--- config.mk ---
export PLATFORM = sky130hd
export DESIGN_NAME = register_sequencer
export DESIGN_NICKNAME = d
export VERILOG_FILES = /design/src/rtl/sequencer_pkg.sv /design/src/rtl/register_sequencer.sv
export SDC_FILE = /design/constraint.sdc
export NUM_CORES = 1
export LEC_CHECK = 0
export CAP_MARGIN = 15
export CORE_MARGIN = 2
export CORE_UTILIZATION = 49
export CTS_CLUSTER_SIZE = 14
export DETAILED_ROUTE_END_ITERATION = 8
export PLACE_DENSITY = 0.86
export RECOVER_POWER = 25
export SYNTH_ARGS = -nofsm -noshare
export SYNTH_HDL_FRONTEND = slang
export SYNTH_SLANG_ARGS = --single-unit
--- constraint.sdc ---
create_clock -name clk -period 3.9 [get_ports clk]
set_input_delay 0.78 -clock clk [delete_from_list [all_inputs] [get_ports clk]]
set_output_delay 0.78 -clock clk [all_outputs]
set_load 0.01 [all_outputs]
--- src/rtl/sequencer_pkg.sv ---
// sequencer_pkg: opcodes, entry-word field ranges, FSM states and fault codes for register_sequencer.
package sequencer_pkg;
  localparam logic [7:0] OP_END   = 8'h00;
  localparam logic [7:0] OP_READ  = 8'h01;
  localparam logic [7:0] OP_WRITE = 8'h02;
  localparam int OP_HI  = 31;
  localparam int OP_LO  = 24;
  localparam int DEV_HI = 23;
  localparam int DEV_LO = 16;
  localparam int REG_HI = 15;
  localparam int REG_LO = 8;
  localparam int WD_HI  = 7;
  localparam int WD_LO  = 0;
  typedef enum logic [2:0] {IDLE, FETCH, DECODE, ISSUE, WAIT_RSP, NEXT, FAULT} state_e;
  typedef enum logic [3:0] {
    FC_NONE     = 4'd0,
    FC_MEM      = 4'd1,
    FC_OPCODE   = 4'd2,
    FC_BUS      = 4'd3,
    FC_OVERRUN  = 4'd4,
    FC_TIMEOUT  = 4'd5
  } fault_e;
endpackage

--- src/rtl/register_sequencer.sv ---
// register_sequencer: walks the register_memory transaction list and issues each entry to the I2C master.
module register_sequencer
  import sequencer_pkg::*;
#(
  parameter int MEMORY_SIZE = 255,
  parameter int RSP_TIMEOUT = 1000
) (
  input  logic        clk,
  input  logic        reset,
  input  logic        start,
  output logic [7:0]  reg_addr,
  input  logic [31:0] read_data,
  input  logic [3:0]  error_code,
  output logic        cmd_valid,
  input  logic        cmd_ready,
  output logic        cmd_rw,
  output logic [7:0]  cmd_dev_addr,
  output logic [7:0]  cmd_reg,
  output logic [7:0]  cmd_wdata,
  input  logic        rsp_valid,
  input  logic [7:0]  rsp_data,
  input  logic        rsp_error,
  output logic        rd_valid,
  output logic [7:0]  rd_reg,
  output logic [7:0]  rd_data,
  output logic        busy,
  output logic        done,
  output logic        fault,
  output logic [3:0]  fault_code
);
  localparam int CW = $clog2(RSP_TIMEOUT + 1);
  state_e state, nxt;
  fault_e fc, pcode;
  logic [CW-1:0] cnt;
  logic [7:0] op;
  logic is_rw, last, timeout;
  assign op      = read_data[OP_HI:OP_LO];
  assign is_rw   = (op == OP_READ) || (op == OP_WRITE);
  assign last    = reg_addr == 8'(MEMORY_SIZE - 1);
  assign timeout = cnt == CW'(RSP_TIMEOUT - 1);
  always_comb begin
    nxt = state;
    fc  = FC_NONE;
    case (state)
      IDLE:     nxt = start ? FETCH : IDLE;
      FETCH:    nxt = DECODE;
      DECODE: begin
        nxt = (error_code != 4'd0 || !(is_rw || op == OP_END)) ? FAULT : (op == OP_END) ? IDLE : ISSUE;
        fc  = (error_code != 4'd0) ? FC_MEM : FC_OPCODE;
      end
      ISSUE:    nxt = cmd_ready ? WAIT_RSP : ISSUE;
      WAIT_RSP: begin
        // a response arriving on the expiry edge takes priority over the timeout
        nxt = rsp_valid ? (rsp_error ? FAULT : NEXT) : timeout ? FAULT : WAIT_RSP;
        fc  = rsp_valid ? FC_BUS : FC_TIMEOUT;
      end
      NEXT: begin
        nxt = last ? FAULT : FETCH;
        fc  = FC_OVERRUN;
      end
      default:  nxt = IDLE;
    endcase
  end
  always_ff @(posedge clk) begin
    if (reset) begin
      state        <= IDLE;
      pcode        <= FC_NONE;
      cnt          <= '0;
      reg_addr     <= '0;
      cmd_valid    <= 1'b0;
      cmd_rw       <= 1'b0;
      cmd_dev_addr <= '0;
      cmd_reg      <= '0;
      cmd_wdata    <= '0;
      rd_valid     <= 1'b0;
      rd_reg       <= '0;
      rd_data      <= '0;
      busy         <= 1'b0;
      done         <= 1'b0;
      fault        <= 1'b0;
      fault_code   <= '0;
    end else begin
      state    <= nxt;
      rd_valid <= 1'b0;
      done     <= 1'b0;
      if (nxt == FAULT) pcode <= fc;
      case (state)
        IDLE: if (start) begin
          reg_addr   <= '0;
          fault      <= 1'b0;
          fault_code <= '0;
          busy       <= 1'b1;
        end
        DECODE: begin
          if (nxt == ISSUE) begin
            cmd_valid    <= 1'b1;
            cmd_rw       <= op == OP_READ;
            cmd_dev_addr <= read_data[DEV_HI:DEV_LO];
            cmd_reg      <= read_data[REG_HI:REG_LO];
            cmd_wdata    <= read_data[WD_HI:WD_LO];
          end
          if (nxt == IDLE) begin
            done <= 1'b1;
            busy <= 1'b0;
          end
        end
        ISSUE: begin
          if (cmd_ready) cmd_valid <= 1'b0;
          cnt <= '0;
        end
        WAIT_RSP: begin
          if (rsp_valid && !rsp_error && cmd_rw) begin
            rd_valid <= 1'b1;
            rd_reg   <= cmd_reg;
            rd_data  <= rsp_data;
          end
          cnt <= (cnt == CW'(RSP_TIMEOUT)) ? cnt : cnt + CW'(1);
        end
        NEXT: if (!last) reg_addr <= reg_addr + 8'd1;
        FAULT: begin
          fault      <= 1'b1;
          fault_code <= pcode;
          busy       <= 1'b0;
        end
        default: ;
      endcase
    end
  end
endmodule

==> key figures <==
Run status
  – Status: finished, final reports clean

Setup path
  – Startpoint class of the critical path: input pin
  – Worst Setup End Kind: register
  – CP Class: in -> reg
  – Worst-path maximum fanout: 31
  – Worst path required time: 4.15 ns
  – Arr. time, crit path: 3.26 ns

Power and ir drop
  – Clock power share: 35.0%
  – Switching Share: 30.8%
  – Switching power: 555 µW
  – Pint: 1.25 mW
  – Static leakage: 1.47 nW
  – Worst-case vdd ir drop: 0.295 mV
  – Power Dens Cells: 411 nW/µm²
  – Share of power burned in registers: 46.1%
  – Combinational fraction of design power: 18.9%

Yosys
  – Asr flop ratio synth: 0%
  – Yosys warns: 0
  – Top post-synthesis cells by area: dfxtp_1 (46%), nand2_1 (12%), a21oi_1 (8.6%), nor2_1 (3.8%), xnor2_1 (3.6%)
  – Mapped Area: 3150 µm²
  – Prevailing post-synth register cell: dfxtp_1
  – Synth Register Bits: 73
  – EDFF count, synth: 0
  – Mapped Nets: 436
  – Register area share after synthesis: 46.4%
  – Area leader, netlist: dfxtp_1
  – Synth unique cells: 53
  – Mapped Avg Cell Area: 8.24 µm²
  – Post-Syn Instances: 382
  – Yosys top cell area share: 46.4%

Timing
  – Final setup violation count: 0
  – Crit share post-route: 77.1%
  – Post-layout min period: 3.01 ns
  – Fin Setup TNS: 0 ns
  – Worst slew pin tran: 1.36 ns
  – Final Hold Vio Count: 0
  – RSZ-0062 raised after global routing: false
  – Slew HR: 9.15%
  – Fin Clk Skew: 0.0122 ns
  – Fmax: 333 MHz
  – Final Max Slew Viols: 0

Drt
  – Routed Antenna Nets: 0
  – DRC viols: 0
  – Routed WL: 8290 µm
  – First-pass DRT Iterations: 7
  – Drt wl/cell: 14.8 µm
  – DR vias/cell: 5.43
  – DR WL met2: 3980 µm
  – M1 WL: 3690 µm
  – First DRT Iteration DRCs: 139
  – Met3 WL: 482 µm
  – DR vias: 3046
  – Top Metal Used: met4

Clocking
  – CTS Hold Buffers Added: 0
  – Clk sink count: 73
  – Cts bufs inserted: 9
  – CTS tree: yes
  – Buffers inserted by post-CTS timing repair: 0
  – Worst-Skew Late Latency: 0.36 ns
  – Clock transition at path regs: 0.09 ns
  – Clk root buf: clkbuf_8
  – Max Root-Sink Buffers: 2
  – H-tree depth: 3
  – CTS resizes: 0

Floorplanning
  – Initial core utilization: 50.2%
  – Die height: 84.2 µm
  – Ports: 108
  – Row cnt: 29
  – Die Width: 84.2 µm
  – Die ar.: 7080 µm²
  – Total core area: 6280 µm²

Job
  – Max-cap viol count: 0

Global routing
  – Initial antenna violation count: 0
  – Largest net degree at the start of global routing: 32
  – Vias in the first global route: 2838
  – Grt ovf: 0
  – First-pass GRT wire length: 13500 µm
  – GRT Overall Usage: 23.5%

Layout
  – Max FFs per register: 10
  – N_diodes: 0
  – Most common cell after layout, fill and taps aside: nand2_1
  – Share of layout cells above drive strength 1: 7.23%
  – Filler cells: 477
  – Biggest register: cnt
  – Fin nets: 533
  – Layout area overhead: 39.5%
  – Most frequent cells in the layout: nand2_1 (99), clkdlybuf4s50_1 (94), dfxtp_1 (73)
  – Final instance area: 4390 µm²

Placement
  – Port Buf Inserts: 106
  – Final GP Congestion: 0.847
  – Final HPWL DP: 5960 µm
  – DP Area: 4190 µm²

Worst hold path
  – Min-Delay Path Class: reg -> reg
## cells by family (layout without fill, tap and decap cells)
| kind of cell | after synthesis | in the layout | synth area share [%] |
|---|---|---|---|
| fa+ha+maj | 4 | 4 | 1.59 |
| simple gates | 175 | 175 | 26.4 |
| mux | 2 | 2 | 0.675 |
| xor+xnor | 14 | 14 | 3.89 |
| other cells | 1 | 1 | 0.119 |
| buf+inv | 31 | 133 | 5.09 |
| compound gates | 82 | 82 | 15.8 |
| flops | 73 | 73 | 46.4 |
## layer usage
metal | vias up | track usage (%)
li1 | 1480 | -
met1 | 1456 | 30.2
met5 | - | 0
met3 | 13 | 6.00
met2 | 97 | 38.4
met4 | 0 | 8.21
## power by group through the flow
stage | clock network, mW | registers (mW) | logic, mW
6_report | 0.632 | 0.832 | 0.340
5_1_grt | 0.668 | 0.839 | 0.380
4_1_cts | 0.632 | 0.831 | 0.341
3_5_place_dp | 0 | 0.848 | 0.337
3_3_place_gp | 0 | 0.846 | 0.331
2_1_floorplan | 0 | 0.819 | 0.259
## cells in the mapped netlist, types with 2 or more instances
cell type	number
and3_1	2
xnor2_1	13
a21oi_1	54
and2_1	3
nor4_1	3
a22oi_1	3
nand2_1	99
a31o_1	2
a211oi_1	6
a21oi_2	2
a31oi_1	5
nand3_1	6
nor3b_1	2
o21ai_0	2
or3_1	2
inv_1	9
buf_1	2
or2_2	2
nand2b_1	3
buf_2	5
clkbuf_1	8
nand3b_1	2
ha_1	4
buf_4	4
buf_6	3
nor2_1	32
dfxtp_1	73
nand4_1	6
## critical path, stage by stage
cell and delay (ns):
clkbuf_1 0.97, clkbuf_1 1.08, or2_2 0.35, nor2_1 0.07
## stage by stage
| step | worst slack (ns) | std cells | util (%) | power (mW) | hold slack (ns) |
|---|---|---|---|---|---|
| 2_1_floorplan | 1.78 | 382 | - | 1.08 | 0.445 |
| 3_3_place_gp | 1.04 | 545 | 66.8 | 1.18 | 0.437 |
| 3_5_place_dp | 0.983 | 545 | 66.8 | 1.18 | 0.447 |
| 4_1_cts | 1.37 | 561 | 70.1 | 1.80 | 0.459 |
| 5_1_grt | 0.729 | 561 | 70.0 | 1.89 | 0.475 |
| 6_report | 0.894 | 561 | 70.0 | 1.80 | 0.456 |
## final timing paths
kind | from | end | slack, ns | depth (start not counted)
hold / removal | rd_data[6]$_SDFFE_PP0P_ | rd_data[6]$_SDFFE_PP0P_ | 0.46 | 2
setup reg to reg | state[2]$_SDFF_PP0_ | rd_data[5]$_SDFFE_PP0P_ | 1.76 | 5
hold reg to reg | rd_data[6]$_SDFFE_PP0P_ | rd_data[6]$_SDFFE_PP0P_ | 0.46 | 2
setup / recovery | reset | reg_addr[3]$_SDFFE_PP0P_ | 0.89 | 4
## area by class of cell
| class | count | area [µm²] | share of cell area (%) |
|---|---|---|---|
| Clock buffer | 9 | 124 | 2.82 |
| Clock inverter | 7 | 83.8 | 1.91 |
| Inverter | 9 | 33.8 | 0.769 |
| Multi-Input combinational cell | 278 | 1530 | 34.8 |
| Sequential cell | 73 | 1460 | 33.3 |
| Tap cell | 77 | 96.3 | 2.19 |
| Timing Repair Buffer | 108 | 1070 | 24.3 |
No activity file was read; power rests on OpenSTA's default activity.
==> RTL change 1: new RTL, same flow settings <==
Put one more register stage on the output `fault_code`, cleared by the reset. The value now appears one clock later. The other outputs are not delayed to match.
--- a/src/rtl/register_sequencer.sv
+++ b/src/rtl/register_sequencer.sv
@@ -29,6 +29,8 @@
   output logic [3:0]  fault_code
 );
   localparam int CW = $clog2(RSP_TIMEOUT + 1);
+
+  logic [3:0] fault_code_s0;
   state_e state, nxt;
   fault_e fc, pcode;
   logic [CW-1:0] cnt;
@@ -78,7 +80,7 @@
       busy         <= 1'b0;
       done         <= 1'b0;
       fault        <= 1'b0;
-      fault_code   <= '0;
+      fault_code_s0 <= '0;
     end else begin
       state    <= nxt;
       rd_valid <= 1'b0;
@@ -88,7 +90,7 @@
         IDLE: if (start) begin
           reg_addr   <= '0;
           fault      <= 1'b0;
-          fault_code <= '0;
+          fault_code_s0 <= '0;
           busy       <= 1'b1;
         end
         DECODE: begin
@@ -119,12 +121,20 @@
         NEXT: if (!last) reg_addr <= reg_addr + 8'd1;
         FAULT: begin
           fault      <= 1'b1;
-          fault_code <= pcode;
+          fault_code_s0 <= pcode;
           busy       <= 1'b0;
         end
         default: ;
       endcase
     end
   end
+  always_ff @(posedge clk) begin
+    if (reset) begin
+      fault_code <= '0;
+    end else begin
+      fault_code <= fault_code_s0;
+    end
+  end
+
 endmodule
 
Check against the original RTL: not equivalent (a bounded check fails within 10 cycles, from zero or initial values and one cycle with reset high).
==> RTL change 1 against the original RTL <==
  * The flow now finishes with violations (max-capacitance violations, max-slew violations)
  * Sequential share of layout area grew 0.59 points
  * Final area grew 2.3%
  * Power grew 6.8%
  * Fmax grew 1.5%
  * Setup slack gained 43 ps
  * Register-to-register slack lost 110 ps
  * Synthesized cell count is the same
  * Synthesized area grew 1.7%
  * Sequential cell count grew 3
  * Critical path depth is the same
  * Cell count grew 0.53%
  * Non-clock buffer count is the same
  * Routed wire length shrank 4.2%
  * Critical endpoint is now fault
  * Highest routed layer unchanged
==> RTL change 1: results (changes against the original RTL) <==
Global route
  • Vias in the first global route: 2806 (-1.1%)
  • Gr usage total: 0.226 (-0.00873)
  • GRT overflow: 0 (unchanged)
  • Pin count of the biggest net entering global routing: 40 (+25%)
  • Antenna violations before repair: 0 (unchanged)
  • Global-route wire length before repair: 12900 um (-4.2%)

Timing
  • Slew Viols, Final: 40 (+40)
  • Relative slew slack: -0.0847 (-0.176)
  • Period Utilization, post-route: 0.760 (-0.0110)
  • Clk_skew: 6.47 ps (-5.71 ps)

Finish
  • Layout Nets: 536 (+0.56%)
  • Share of cells above drive strength 1: 0.0616 (-0.0107)
  • Largest Register: cnt
  • Final std cells w/o fill: 564 (+0.53%)
  • Max reg flops: 10 (unchanged)
  • # diodes: 0 (unchanged)

Placement
  • HPWL Detailed: 5710 um (-4.2%)
  • Placed cells: 548 (+0.55%)
  • IO Port Bufs: 106 (unchanged)
  • Cell area after placement: 4240 um^2 (+1.2%)
  • Routability congestion estimate: 0.855 (+0.90%)
  • Worst slack at placement: 922 ps (-60.5 ps)

Route
  • Routed wire length per instance: 14.1 um (-4.7%)
  • Routed vias: 2999 (-1.5%)
  • Detailed Routing Iterations Pass 1: 4 (-3)
  • Initial DRC count: 139 (unchanged)

Min path
  • Hold wc startpoint: fault_code_s0[0]
  • Min-delay worst type: flip-flop to flip-flop

Synthesis
  • Mean Syn Cell Area: 8.38 um^2 (+1.7%)
  • Top post-synthesis cells by area: dfxtp_1 48%, nand2_1 12%, a21oi_1 8.1%
  • Post-synthesis cell type count: 52 (-1.9%)
  • Warnings from Yosys: 0 (unchanged)
  • Syn_nets: 436 (unchanged)
  • Register area share after synthesis: 0.475 (+0.0111)
  • Asr flop ratio synth: 0 (unchanged)
  • Commonest cells in the netlist: 104 x nand2_1, 76 x dfxtp_1, 52 x a21oi_1

Outcome
  • Status: finished with violations
  • Failing checks: max-capacitance violations, max-slew violations

Clock network
  • H-tree Lvls: 3 (unchanged)
  • Postcts setup bufs: 0 (unchanged)
  • CTS Buf Count: 9 (unchanged)
  • Reg clk slew, reported paths: around 80 ps
  • Clock root buffer: clkbuf_8
  • CTS max path bufs: 2 (unchanged)
  • Post-CTS resize count: 0 (unchanged)
  • Clock Latency Late Sink: approximately 350 ps

Power and ir drop
  • LEAKAGE: 1.59 nW (+8.1%)
  • Max VDD drop: 0.279 mV (-5.4%)

Critical path
  • R2R Setup Slk: 1650 ps (-110 ps)
  • Setup crit end: fault
  • Crit. Startpoint: reset
  • Worst R2R Path Depth: 4 (-1)
  • Critical R2R Capture: cmd_rw
  • Reg-to-Reg Start: state[1]
  • CP max FO: 39 (+26%)

Flow run
  • Max-Cap Viols: 1 (+1)
==> RTL change 1: cell types whose count changed after synthesis, sizes merged, moves of 4 or more <==
cell,delta
a21oi,-4
nand2,+5
a31oi,-4
buf,-4
xnor2,-4
==> RTL change 1: final cells by class <==
class                      count  area, um^2
clock buffer                   9         124
clock inverter                 7         139
fill                         484        1860
inverter                       9        33.8
multi-input combinational    278        1510
sequential                    76        1520
tap                           77        96.3
timing repair buffer         108        1070
==> RTL change 1: worst min-delay path by stage <==
| stage | slack, ps | cells after the start | end |
|---|---|---|---|
| 6_report | 430 | 2 | fault_code[0] |
| 3_5_place_dp | 430 | 2 | fault_code[0] |
| 5_1_grt | 470 | 2 | fault_code[0] |
| 3_3_place_gp | 410 | 2 | fault_code[1] |
| 2_1_floorplan | 400 | 2 | fault_code[0] |
| 4_1_cts | 440 | 2 | fault_code[0] |
==> RTL change 1: kinds of logic after synthesis <==
group,Yosys count,share of synthesized area
flip-flops,76,0.475
multiplexers,2,0.00664
other,1,0.00117
AO/OA/AOI/OAI,72,0.131
AND/OR/NAND/NOR,186,0.285
XOR/XNOR,13,0.0356
buffers and inverters,28,0.0504
adder cells (fa/ha/maj),4,0.0156
==> RTL change 1: per-layer routing <==
metal,part of all wire,up-vias,wire length (um),global-route usage
met5,0,-,0,0
met4,0.023,0,182,0.108
met3,0.065,18,515,0.0603
met2,0.50,110,3940,0.380
met1,0.42,1388,3310,0.268
li1,-,1483,-,-
==> RTL change 1: report_power, final <==
part	internal (mW)	switching, mW	total (mW)
sequential	0.807	0.0443	0.852
clock	0.488	0.289	0.777
combinational	0.139	0.158	0.297
==> RTL change 1: worst max-delay path, stage by stage <==
cell	delay, ps
clkbuf_1	580
clkbuf_1	1240
nor3b_1	290
a31o_2	310
==> RTL change 2: new RTL, config.mk and constraints unchanged <==
Made on the original files. Change the parameter `MEMORY_SIZE` from 255 to 191.
--- a/src/rtl/register_sequencer.sv
+++ b/src/rtl/register_sequencer.sv
@@ -2,7 +2,7 @@
 module register_sequencer
   import sequencer_pkg::*;
 #(
-  parameter int MEMORY_SIZE = 255,
+  parameter int MEMORY_SIZE = 191,
   parameter int RSP_TIMEOUT = 1000
 ) (
   input  logic        clk,
Function: no difference found for any inputs over 10 cycles, from zero or initial values and one cycle with reset high; that may be too few to reach the edited logic, so the function may still have changed.
==> RTL change 2 against the original RTL <==
  * Routed wire length is 4.2% lower
  * Power is 1.5% lower
  * Utilization is 0.31 points higher
  * Setup slack better by 120 ps
  * Sequential cell count stayed put
  * Final area is 0.14% lower
  * Synthesized area is 1.1% lower
  * Clock power is 3% higher
  * Largest cell class unchanged
==> RTL change 2: results (changes against the original RTL) <==
Outcome
  • Status: finished, final reports clean

Finish
  • Logic inverters: 7 (-2)
  • Clock buf count: 12 (+3)
  • Non-clock buffers: 109 (+0.93%)
  • Number of fill cells: 510 (+6.9%)
  • Clock-cell share: 0.0505 (+0.00320)
  • Fraction of area in multi-input gates: 0.344 (-0.00378)
  • Comb_multi_in: 274 (-1.4%)
  • Sequential cells: 73 (unchanged)
  • NonClk Buf Share: 0.244 (+0.00177)

Global route
  • GR met3 Demand/Resource: 0.0504 (-0.00954)
  • GR Util met1: 0.288 (-0.0132)
  • Gr usage total: 0.233 (-0.00196)

Critical path
  • Largest delay share family, worst path: simple AND/OR/NAND/NOR gates
  • CP max FO: 26 (-16%)
  • Slowest-stage cell, CP: nor4_1
  • Crit. Startpoint: read_data[29]
  • Critical R2R Capture: pcode[1]

Synthesis
  • Syn_nets: 426 (-2.3%)
  • Commonest cells in the netlist: 95 x nand2_1, 73 x dfxtp_1, 48 x a21oi_1
  • Register area share after synthesis: 0.469 (+0.00503)
  • XOR/XNOR share of the synthesized area: 0.0337 (-0.00520)
  • Post-synthesis cell type count: 51 (-3.8%)
  • Mean Syn Cell Area: 8.37 um^2 (+1.6%)

Route
  • WL final: 7940 um (-4.2%)
  • Initial DRC count: 182 (+31%)
  • Routed vias: 2958 (-2.9%)
  • Routed wire length per instance: 14.3 um (-3.3%)
  • Wire length on met2: 3860 um (-3.2%)

Power and ir drop
  • LEAKAGE: 1.49 nW (+0.82%)

Placement
  • HPWL Detailed: 5720 um (-4.1%)
  • Routability congestion estimate: 0.908 (+7.2%)

Clock network
  • Clock Latency Late Sink: 340 ps (-20 ps)

Min path
  • WHS Endpoint: rd_data[2]

Timing
  • Slew @ Worst Pin: 1220 ps (-147 ps)
-- RTL change 2: cell types whose count changed after synthesis, moves of 3 or more --
cell,before,now
a21oi_1,54,48
nand2_1,99,95
o21ai_0,2,6
a31oi_1,5,2
buf_2,5,2
nor2b_1,1,4
xnor2_1,13,10
-- RTL change 2: how the worst max path moves through the flow --
stage,to,slack (ps),cells past startpoint
floorplan,cmd_reg[4],1710,7
global placement,done,890,6
detailed placement,pcode[1],690,6
CTS,pcode[1],1050,6
global route,pcode[1],780,6
finish,pcode[1],1010,6
-- RTL change 2: power by group --
group	leakage, nW	internal (mW)	switching (mW)
clock	0.107	0.380	0.271
combinational	0.790	0.147	0.159
sequential	0.589	0.779	0.0408
total	1.49	1.31	0.471
-- RTL change 2: through the flow --
stage / cell area (um^2) / hold WS [ps]
6_report: 4390 / 454
2_1_floorplan: 3120 / 476
4_1_cts: 4390 / 456
5_1_grt: 4390 / 475
3_3_place_gp: 4170 / 437
3_5_place_dp: 4170 / 448
